===== src/rtl/alu_pkg.sv =====
// Shared constants for the TP1 ALU: opcode width and MIPS-style funct codes.
package alu_pkg;

    localparam int unsigned OP_W = 6;

    localparam logic [OP_W-1:0] OP_ADD = 6'b100000;
    localparam logic [OP_W-1:0] OP_SUB = 6'b100010;
    localparam logic [OP_W-1:0] OP_AND = 6'b100100;
    localparam logic [OP_W-1:0] OP_OR  = 6'b100101;
    localparam logic [OP_W-1:0] OP_XOR = 6'b100110;
    localparam logic [OP_W-1:0] OP_NOR = 6'b100111;
    localparam logic [OP_W-1:0] OP_SRA = 6'b000011;
    localparam logic [OP_W-1:0] OP_SRL = 6'b000010;

endpackage


===== src/rtl/alu_comb.sv =====
// Purely combinational ALU datapath selected by a funct code.
module alu_comb
    import alu_pkg::*;
#(
    parameter int unsigned ND_DATA = 4,
    parameter int unsigned NB_OP   = 6
) (
    input  logic [ND_DATA-1:0] a,
    input  logic [ND_DATA-1:0] b,
    input  logic [NB_OP-1:0]   op,
    output logic [ND_DATA-1:0] result_c
);

    // Unknown codes resolve to zero so the LEDs never show X.
    always_comb begin
        result_c = '0;
        case (op)
            OP_ADD:  result_c = a + b;
            OP_SUB:  result_c = a - b;
            OP_AND:  result_c = a & b;
            OP_OR:   result_c = a | b;
            OP_XOR:  result_c = a ^ b;
            OP_NOR:  result_c = ~(a | b);
            OP_SRA:  result_c = ND_DATA'($signed(a) >>> b);
            OP_SRL:  result_c = a >> b;
            default: result_c = '0;
        endcase
    end

endmodule


===== src/rtl/alu.sv =====
// Board-level ALU: combinational datapath driving the LEDs, blanked while in reset.
module alu
    import alu_pkg::*;
#(
    parameter int unsigned ND_DATA = 4,
    parameter int unsigned NB_OP   = 6
) (
    input  logic               clk,
    input  logic               i_rst_n,
    input  logic [ND_DATA-1:0] i_datoA,
    input  logic [ND_DATA-1:0] i_datoB,
    input  logic [NB_OP-1:0]   i_operation,
    output logic [ND_DATA-1:0] o_leds
);

    logic               r_en;
    logic [ND_DATA-1:0] result_c;

    alu_comb #(
        .ND_DATA (ND_DATA),
        .NB_OP   (NB_OP)
    ) u_alu_comb (
        .a        (i_datoA),
        .b        (i_datoB),
        .op       (i_operation),
        .result_c (result_c)
    );

    // Enable follows the reset line one edge late.
    always_ff @(posedge clk) begin
        if (!i_rst_n) begin
            r_en <= 1'b0;
        end else begin
            r_en <= 1'b1;
        end
    end

    assign o_leds = r_en ? result_c : '0;

endmodule


===== config.mk =====
export PLATFORM = sky130hd
export DESIGN_NAME = alu
export DESIGN_NICKNAME = d
export VERILOG_FILES = /design/src/rtl/alu_pkg.sv /design/src/rtl/alu_comb.sv /design/src/rtl/alu.sv
export SDC_FILE = /design/constraint.sdc
export NUM_CORES = 1
export LEC_CHECK = 0
export CAP_MARGIN = 20
export CORE_AREA = 4 4 52 54
export CTS_CLUSTER_SIZE = 8
export DETAILED_ROUTE_END_ITERATION = 6
export DIE_AREA = 0 0 56 58
export GPL_TIMING_DRIVEN = 0
export PLACE_DENSITY = 0.69
export SYNTH_ARGS = -nofsm -noshare
export SYNTH_HDL_FRONTEND = slang
export SYNTH_SLANG_ARGS = --single-unit

===== constraint.sdc =====
create_clock -name clk -period 7.9 [get_ports clk]
set_input_delay 1.58 -clock clk [delete_from_list [all_inputs] [get_ports clk]]
set_output_delay 1.58 -clock clk [all_outputs]
set_load 0.1 [all_outputs]

Yosys cells after proc, flatten, opt, wreduce, memory -nomap -nowiden --
Index checks and enable logic that the tools add are counted.
Word-level totals: register bits 1, output and inout port bits 4
Cells by class: add/sub/neg operators 2, equal/unequal tests 8, shift operators 2, muxes and demuxes 3, bitwise operators 4
Operators with widths (number):
- 6-bit equality test (second input constant) | 6
- 4-bit case mux with 8 select lines | 1
- 6-bit by 2-bit equality test with 1-bit output (second input constant) | 2
- 4-bit adder | 1
- 4-bit AND | 1
- 4-bit two-way mux | 1
- 4-bit NOT | 1
- 4-bit OR | 1
- 4-bit by 4-bit >> shifter with 4-bit output | 1
- 4-bit by 4-bit >>> shifter with 4-bit output | 1
- 4-bit subtractor | 1
- 4-bit bitwise XOR | 1
- 1-bit two-way mux | 1

Longest topological paths before layout --
Gate-level depths: netlist (run 1).
depth after elaboration 4, depth in mapped cells 11, depth with buffers taken out 9

Cells and area by module --
From an unflattened synthesis (run 1), not the netlist that was laid out.
Unflattened totals: cells, all modules 100, area, all modules 790.8 um2
Modules (own cells, without submodules):
- alu_comb | times used 1, cells each 95, area an instance 745.7 um2
- alu | times used 1, cells each 5, area an instance 45.0 um2

Worst setup path before layout (run 1) --
Ideal clock, no wire load.
kind in2out, from input i_datoB[1], to output o_leds[2], data arrival time 4820 ps, data required time 6320 ps, slack 1500 ps, stages on the path 8, buffers on the path 1, cell sequence clkbuf_1 -> inv_1 -> ha_1 -> mux2_1 -> fa_1 -> xnor2_1 -> nand2_1 -> a31oi_1
On the way: word-level cells in the longest chain between the ends 3
Ends and longest elaborated chain:
- from (decl) | RTL line alu.sv:11 | input logic [ND_DATA-1:0] i_datoB,
- 4-bit subtractor (tied with other cells) | RTL line alu_comb.sv:19 | OP_SUB: result_c = a - b;
- 4-bit case mux with 8 select lines (*) | RTL line alu_comb.sv:17 | case (op)
- 4-bit two-way mux (*) | RTL line alu.sv:38 | assign o_leds = r_en ? result_c : '0;
- to (decl) | RTL line alu.sv:13 | output logic [ND_DATA-1:0] o_leds
Every way passes the cells marked *; elsewhere a longest branch is shown, timed or not.

Worst setup path in the final report (run 1) --
Ends and elaborated chain as after synthesis.

==> results.json, run 1 <==
{
  "outcome": "complete, no violations",
  "top_register": "r_en",
  "power_total_w": 0.0000516,
  "hp-class": "in2reg",
  "critPathArrivalTime_ps": 5160,
  "register_area_um2": 20.0,
  "detailedRoute.firstPassIterationCount": 4,
  "max_cap_violations": 0,
  "maximum_number_of_pins_on_one_net_before_global_route_repair": 11,
  "drt_iter0_markers": 21,
  "ys_seq_elements": 1,
  "drt_wl_total_mm": 1.91,
  "die_area_um2": 3250,
  "routed_wire_length_per_instance_um": 12.8,
  "die_h_um": 58,
  "finalSetupViolCount": 0,
  "synth.yosys.warnings": 0,
  "dp_cells": 150,
  "resized_cells_post_cts": 0,
  "track_usage": 0.116,
  "worstMarginPinSlew_ps": 966,
  "drtAntennaViolNets": 0,
  "global_route_wire_length_before_repair_mm": 3.24,
  "fp-row-count": 17,
  "hold_viol_final": 0,
  "dp.final_hpwl_mm": 1.61,
  "hold_depth": 1,
  "drt_drc_violations_left": 0,
  "insertedDiodeCount": 0,
  "synth_sequential_area_ratio": 0.0252,
  "p_leak_nw": 0.436,
  "worst_path_dominant_cell_family": "buffers and inverters",
  "synth_area_um2": 793,
  "maxSlewViolCount": 0,
  "num-fill-cells": 237,
  "synth.top_cells.by_area": "sky130_fd_sc_hd__ha_1 (21%), sky130_fd_sc_hd__mux2_2 (5.7%), sky130_fd_sc_hd__mux2i_1 (5.0%), sky130_fd_sc_hd__xor2_1 (4.4%), sky130_fd_sc_hd__inv_1 (4.3%)",
  "worstHoldStart": "i_rst_n",
  "port_buffers": 18,
  "globalplace.congestion": 0.830,
  "synth_edf_count": 0,
  "path_common_cell": "sky130_fd_sc_hd__clkdlybuf4s50_1",
  "max-slew-margin-rel": 0.354,
  "postPlaceCellArea_um2": 1010,
  "rsz0062_at_grt": "false",
  "final_design_area_excluding_fillers_um2": 1010,
  "core-area_um2": 2210,
  "number_of_primary_i_o_pins": 20,
  "final_net_count": 154,
  "initial_core_util": 0.359,
  "post_synth_inst_count": 104,
  "multi_input_area_um2": 696,
  "syn_nets": 134,
  "grt_pass1_vias": 756,
  "post_synth.cell_area_avg_um2": 7.63,
  "grt_antenna_before_repair": 0,
  "critical_path.startpoint_type": "input pin",
  "timing.critical_path.cells": "clkdlybuf4s50_1 -> clkbuf_1 -> inv_1 -> ha_1 -> mux2_1 -> fa_1 -> xnor2_1 -> nand2_1 -> a31oi_1 -> clkdlybuf4s50_1",
  "critPathMaxFanout": 10,
  "power_density_nw_per_um2": 51.1,
  "final_worst_path_period_share": 0.854,
  "synth_cell_type_count": 40,
  "drive_above_1_share": 0.0902,
  "routed-via-count": 813,
  "crit_slowest_cell": "sky130_fd_sc_hd__clkdlybuf4s50_1",
  "synthFlopType": "sky130_fd_sc_hd__dfxtp_1",
  "clock.fmax_mhz": 148,
  "async_reset_ff_frac": 0,
  "critPathMaxStageDelay_ps": 1150,
  "setup.worst_path.end_class": "output port",
  "timing.setup.critical_path_class": "in2out",
  "vdd.ir_drop.worst_mv": 0.0317,
  "largest_register_ff_count": 1,
  "total_negative_slack_for_setup_checks_ps": 0,
  "non_filler_cells_in_the_finished_layout": 150,
  "synth_top_cell_area_share": 0.205,
  "critPathRequiredTime_ps": 6320,
  "chipWidth_um": 56,
  "period_needed_ps": 6740,
  "netlist.top_cell.by_area": "sky130_fd_sc_hd__ha_1",
  "largest_registers": "r_en: 1 flops",
  "timing.hold.worst_endpoint": "r_en$_DFF_P_",
  "viasPerCell": 5.42,
  "syn_to_final_growth_pct": 27.1,
  "total_gr_overflow": 0,
  "crit_buf_inv": 4,
  "cts_hold_buffers": 0,
  "cts.reportedPaths.clkPinSlew_ps": 0,
  "postCtsSetupRepairBufs": 0
}
## stage by stage
| stage | hold slack [ps] | setup WS [ps] | util |
|---|---|---|---|
| floorplan | 1610 | 1500 | - |
| global placement | 2030 | 1150 | 0.456 |
| detailed placement | 2030 | 1150 | 0.456 |
| CTS | 2030 | 1150 | 0.456 |
| global route | 2040 | 993 | 0.456 |
| finish | 2030 | 1160 | 0.456 |
## power by group
part           switching [W]  internal, W    total, W
Sequential       0.000000241   0.00000543  0.00000568
Combinational      0.0000235    0.0000224   0.0000459
Clock                      0            0           0
Total              0.0000237    0.0000278   0.0000516
## cell type report
type,count,area share
inverters,10,0.0372
well taps,28,0.0347
multi-input cells,84,0.690
flip-flops and latches,1,0.0199
repair buffers,18,0.179
plain buffers,9,0.0397
## cell usage after synthesis (4+ instances only)
master,count
sky130_fd_sc_hd__ha_1,13
sky130_fd_sc_hd__mux2_2,4
sky130_fd_sc_hd__xor2_1,4
sky130_fd_sc_hd__nand2_1,7
sky130_fd_sc_hd__clkbuf_1,4
sky130_fd_sc_hd__buf_2,5
sky130_fd_sc_hd__mux2i_1,4
sky130_fd_sc_hd__inv_1,9
sky130_fd_sc_hd__nor2_1,4
sky130_fd_sc_hd__o211ai_1,4
## placed cells by master (no fill, tap or decap), drive strengths merged, types with 3 or more instances in the layout
master,instances
a31oi,3
clkdlybuf4s50,18
a32oi,3
clkbuf,4
ha,13
mux2i,4
inv,10
nand2,7
and3,3
nor2,4
a21oi,3
o211ai,4
buf,5
xnor2,3
mux2,7
xor2,4
nor3,3
## worst max-delay path by stage
stage	startpoint	end	slack, ps	cells after the start
2_1_floorplan	i_datoB[1]	o_leds[2]	1500	8
3_3_place_gp	i_datoB[1]	o_leds[2]	1150	10
3_5_place_dp	i_datoB[1]	o_leds[2]	1150	10
4_1_cts	i_datoB[1]	o_leds[2]	1150	10
5_1_grt	i_datoB[1]	o_leds[2]	990	10
6_report	i_datoB[1]	o_leds[2]	1160	10
## cell families after synthesis
| group | after synthesis | share of synthesized area |
|---|---|---|
| mux | 11 | 0.150 |
| flops | 1 | 0.0252 |
| buf+inv | 19 | 0.0978 |
| compound gates | 24 | 0.226 |
| xor+xnor | 7 | 0.0773 |
| fa+ha+maj | 14 | 0.230 |
| simple gates | 28 | 0.194 |
## layer usage
metal  GRT usage  routed length (um)
met1       0.152                 873
met2       0.224                 956
met3     0.00223                  84
met4           0                   0
met5           0                   0
Power figures use the tool's default switching activity.
==> inputs of run 2 (changes only) <==
--- a/config.mk
+++ b/config.mk
@@ -6,12 +6,13 @@
 export NUM_CORES = 1
 export LEC_CHECK = 0
 export CAP_MARGIN = 20
-export CORE_AREA = 4 4 52 54
+export CORE_AREA = 4 4 45 62
 export CTS_CLUSTER_SIZE = 8
 export DETAILED_ROUTE_END_ITERATION = 6
-export DIE_AREA = 0 0 56 58
+export DIE_AREA = 0 0 49 66
 export GPL_TIMING_DRIVEN = 0
 export PLACE_DENSITY = 0.69
+export SLEW_MARGIN = 20
 export SYNTH_ARGS = -nofsm -noshare
 export SYNTH_HDL_FRONTEND = slang
 export SYNTH_SLANG_ARGS = --single-unit
==> run 2 against run 1 <==
Against the previous run:
- routed wire length up 6.3%
- via count is 1.5% lower
- first-iteration DRC count down 4.8%
- flip-flop and latch count is the same
- final cell count fell by 4.0%
- final area decreased by 0.74%
- sequential power about the same
- critical endpoint unchanged
- largest cell class unchanged
- largest power group unchanged
- highest routed layer is now met4
==> results.json, run 2 (same netlist as run 1, synthesis figures left out) <==
{
  "outcome": "complete, no violations",
  "fp-row-count": 20,
  "m1WireLength_um": 831,
  "largest_register_ff_count": 1,
  "core-area_um2": 2200,
  "routed_wire_length_per_instance_um": 14.1,
  "viasPerCell": 5.56,
  "grt_antenna_before_repair": 0,
  "worstMarginPinSlew_ps": 964,
  "power_total_w": 0.0000521,
  "syn_to_final_growth_pct": 26.2,
  "vdd.ir_drop.worst_mv": 0.0237,
  "resized_cells_post_cts": 0,
  "grt_pass1_vias": 822,
  "p_leak_nw": 0.436,
  "hp-class": "in2reg",
  "track_usage": 0.128,
  "num-fill-cells": 227,
  "critPathArrivalTime_ps": 5210,
  "power_density_nw_per_um2": 52.0,
  "timing.setup.critical_path_class": "in2out",
  "detailedRoute.firstPassIterationCount": 4,
  "port_buffers": 18,
  "max_cap_violations": 0,
  "total_negative_slack_for_setup_checks_ps": 0,
  "path_common_cell": "sky130_fd_sc_hd__clkdlybuf4s50_1",
  "critPathMaxFanout": 10,
  "cts.reportedPaths.clkPinSlew_ps": 0,
  "rsz0062_at_grt": "false",
  "drtAntennaViolNets": 0,
  "max-slew-margin-rel": 0.355,
  "drt_wl_total_mm": 2.03,
  "drive_above_1_share": 0.0902,
  "die_h_um": 66,
  "cts_hold_buffers": 0,
  "insertedDiodeCount": 0,
  "finalSetupViolCount": 0,
  "largest_registers": "r_en: 1 flops",
  "critPathRequiredTime_ps": 6320,
  "met3RoutedLength_um": 51,
  "hold_depth": 1,
  "final_worst_path_period_share": 0.859,
  "final_design_area_excluding_fillers_um2": 1000,
  "die_area_um2": 3230,
  "maxSlewViolCount": 0,
  "met2WireLength_mm": 1.13,
  "postCtsSetupRepairBufs": 0,
  "routed-via-count": 801,
  "period_needed_ps": 6790,
  "chipWidth_um": 49,
  "clock.fmax_mhz": 147,
  "postPlaceCellArea_um2": 1000,
  "hold_viol_final": 0,
  "final_net_count": 154,
  "worstHoldStart": "i_rst_n",
  "timing.critical_path.cells": "clkdlybuf4s50_1 -> clkbuf_1 -> inv_1 -> ha_1 -> mux2_1 -> fa_1 -> xnor2_1 -> nand2_1 -> a31oi_1 -> clkdlybuf4s50_1",
  "drt_drc_violations_left": 0,
  "crit_slowest_cell": "sky130_fd_sc_hd__clkdlybuf4s50_1",
  "maximum_number_of_pins_on_one_net_before_global_route_repair": 11,
  "mostFrequentLayoutCell": "sky130_fd_sc_hd__clkdlybuf4s50_1",
  "global_route_wire_length_before_repair_mm": 3.51,
  "dp.final_hpwl_mm": 1.71,
  "critical_path.startpoint_type": "input pin",
  "globalplace.congestion": 0.850,
  "drt_iter0_markers": 20,
  "timing.hold.worst_endpoint": "r_en$_DFF_P_",
  "worst_path_dominant_cell_family": "buffers and inverters",
  "setup.worst_path.end_class": "output port",
  "final_cell_mix": "sky130_fd_sc_hd__clkdlybuf4s50_1 (18), sky130_fd_sc_hd__ha_1 (13), sky130_fd_sc_hd__inv_1 (9)",
  "top_register": "r_en",
  "initial_core_util": 0.360,
  "crit_buf_inv": 4,
  "route.top_layer_used": "met4",
  "total_gr_overflow": 0,
  "number_of_primary_i_o_pins": 20,
  "critPathMaxStageDelay_ps": 1160
}
-- run 2: final cells by class --
class                           instances  area (um2)  share of cell area
Multi-Input combinational cell         84         696               0.695
Timing Repair Buffer                   18         180               0.180
Buffer                                  9        40.0              0.0400
Inverter                               10        37.5              0.0375
Tap cell                               22        27.5              0.0275
Sequential cell                         1        20.0              0.0200
-- run 2: worst max-delay path by stage --
stage	depth (start not counted)	endpoint	from	slack [ps]
floorplan	8	o_leds[2]	i_datoB[1]	1500
global placement	10	o_leds[2]	i_datoB[1]	1160
detailed placement	10	o_leds[2]	i_datoB[1]	1110
CTS	10	o_leds[2]	i_datoB[1]	1100
global route	10	o_leds[2]	i_datoB[1]	930
finish	10	o_leds[2]	i_datoB[1]	1110
-- run 2: power breakdown --
part	internal (W)	leakage, nW	switching, W	total, W
clock	0	0	0	0
combinational	0.0000224	0.427	0.0000240	0.0000464
sequential	0.00000543	0.00844	0.000000263	0.00000570
total	0.0000278	0.436	0.0000243	0.0000521
-- run 2: routing by layer --
metal | vias to the layer above | global-route usage
li1 | 415 | -
met1 | 371 | 0.143
met2 | 13 | 0.265
met3 | 2 | 0.00226
met4 | 0 | 0.0168
met5 | - | 0
-- run 2: through the flow --
step	util	hold slack [ps]	instances	worst slack [ps]
6_report	0.455	2040	144	1110
5_1_grt	0.455	2070	144	927
4_1_cts	0.455	2040	144	1100
3_5_place_dp	0.455	2040	144	1110
3_3_place_gp	0.455	2030	144	1160
2_1_floorplan	-	1610	104	1500
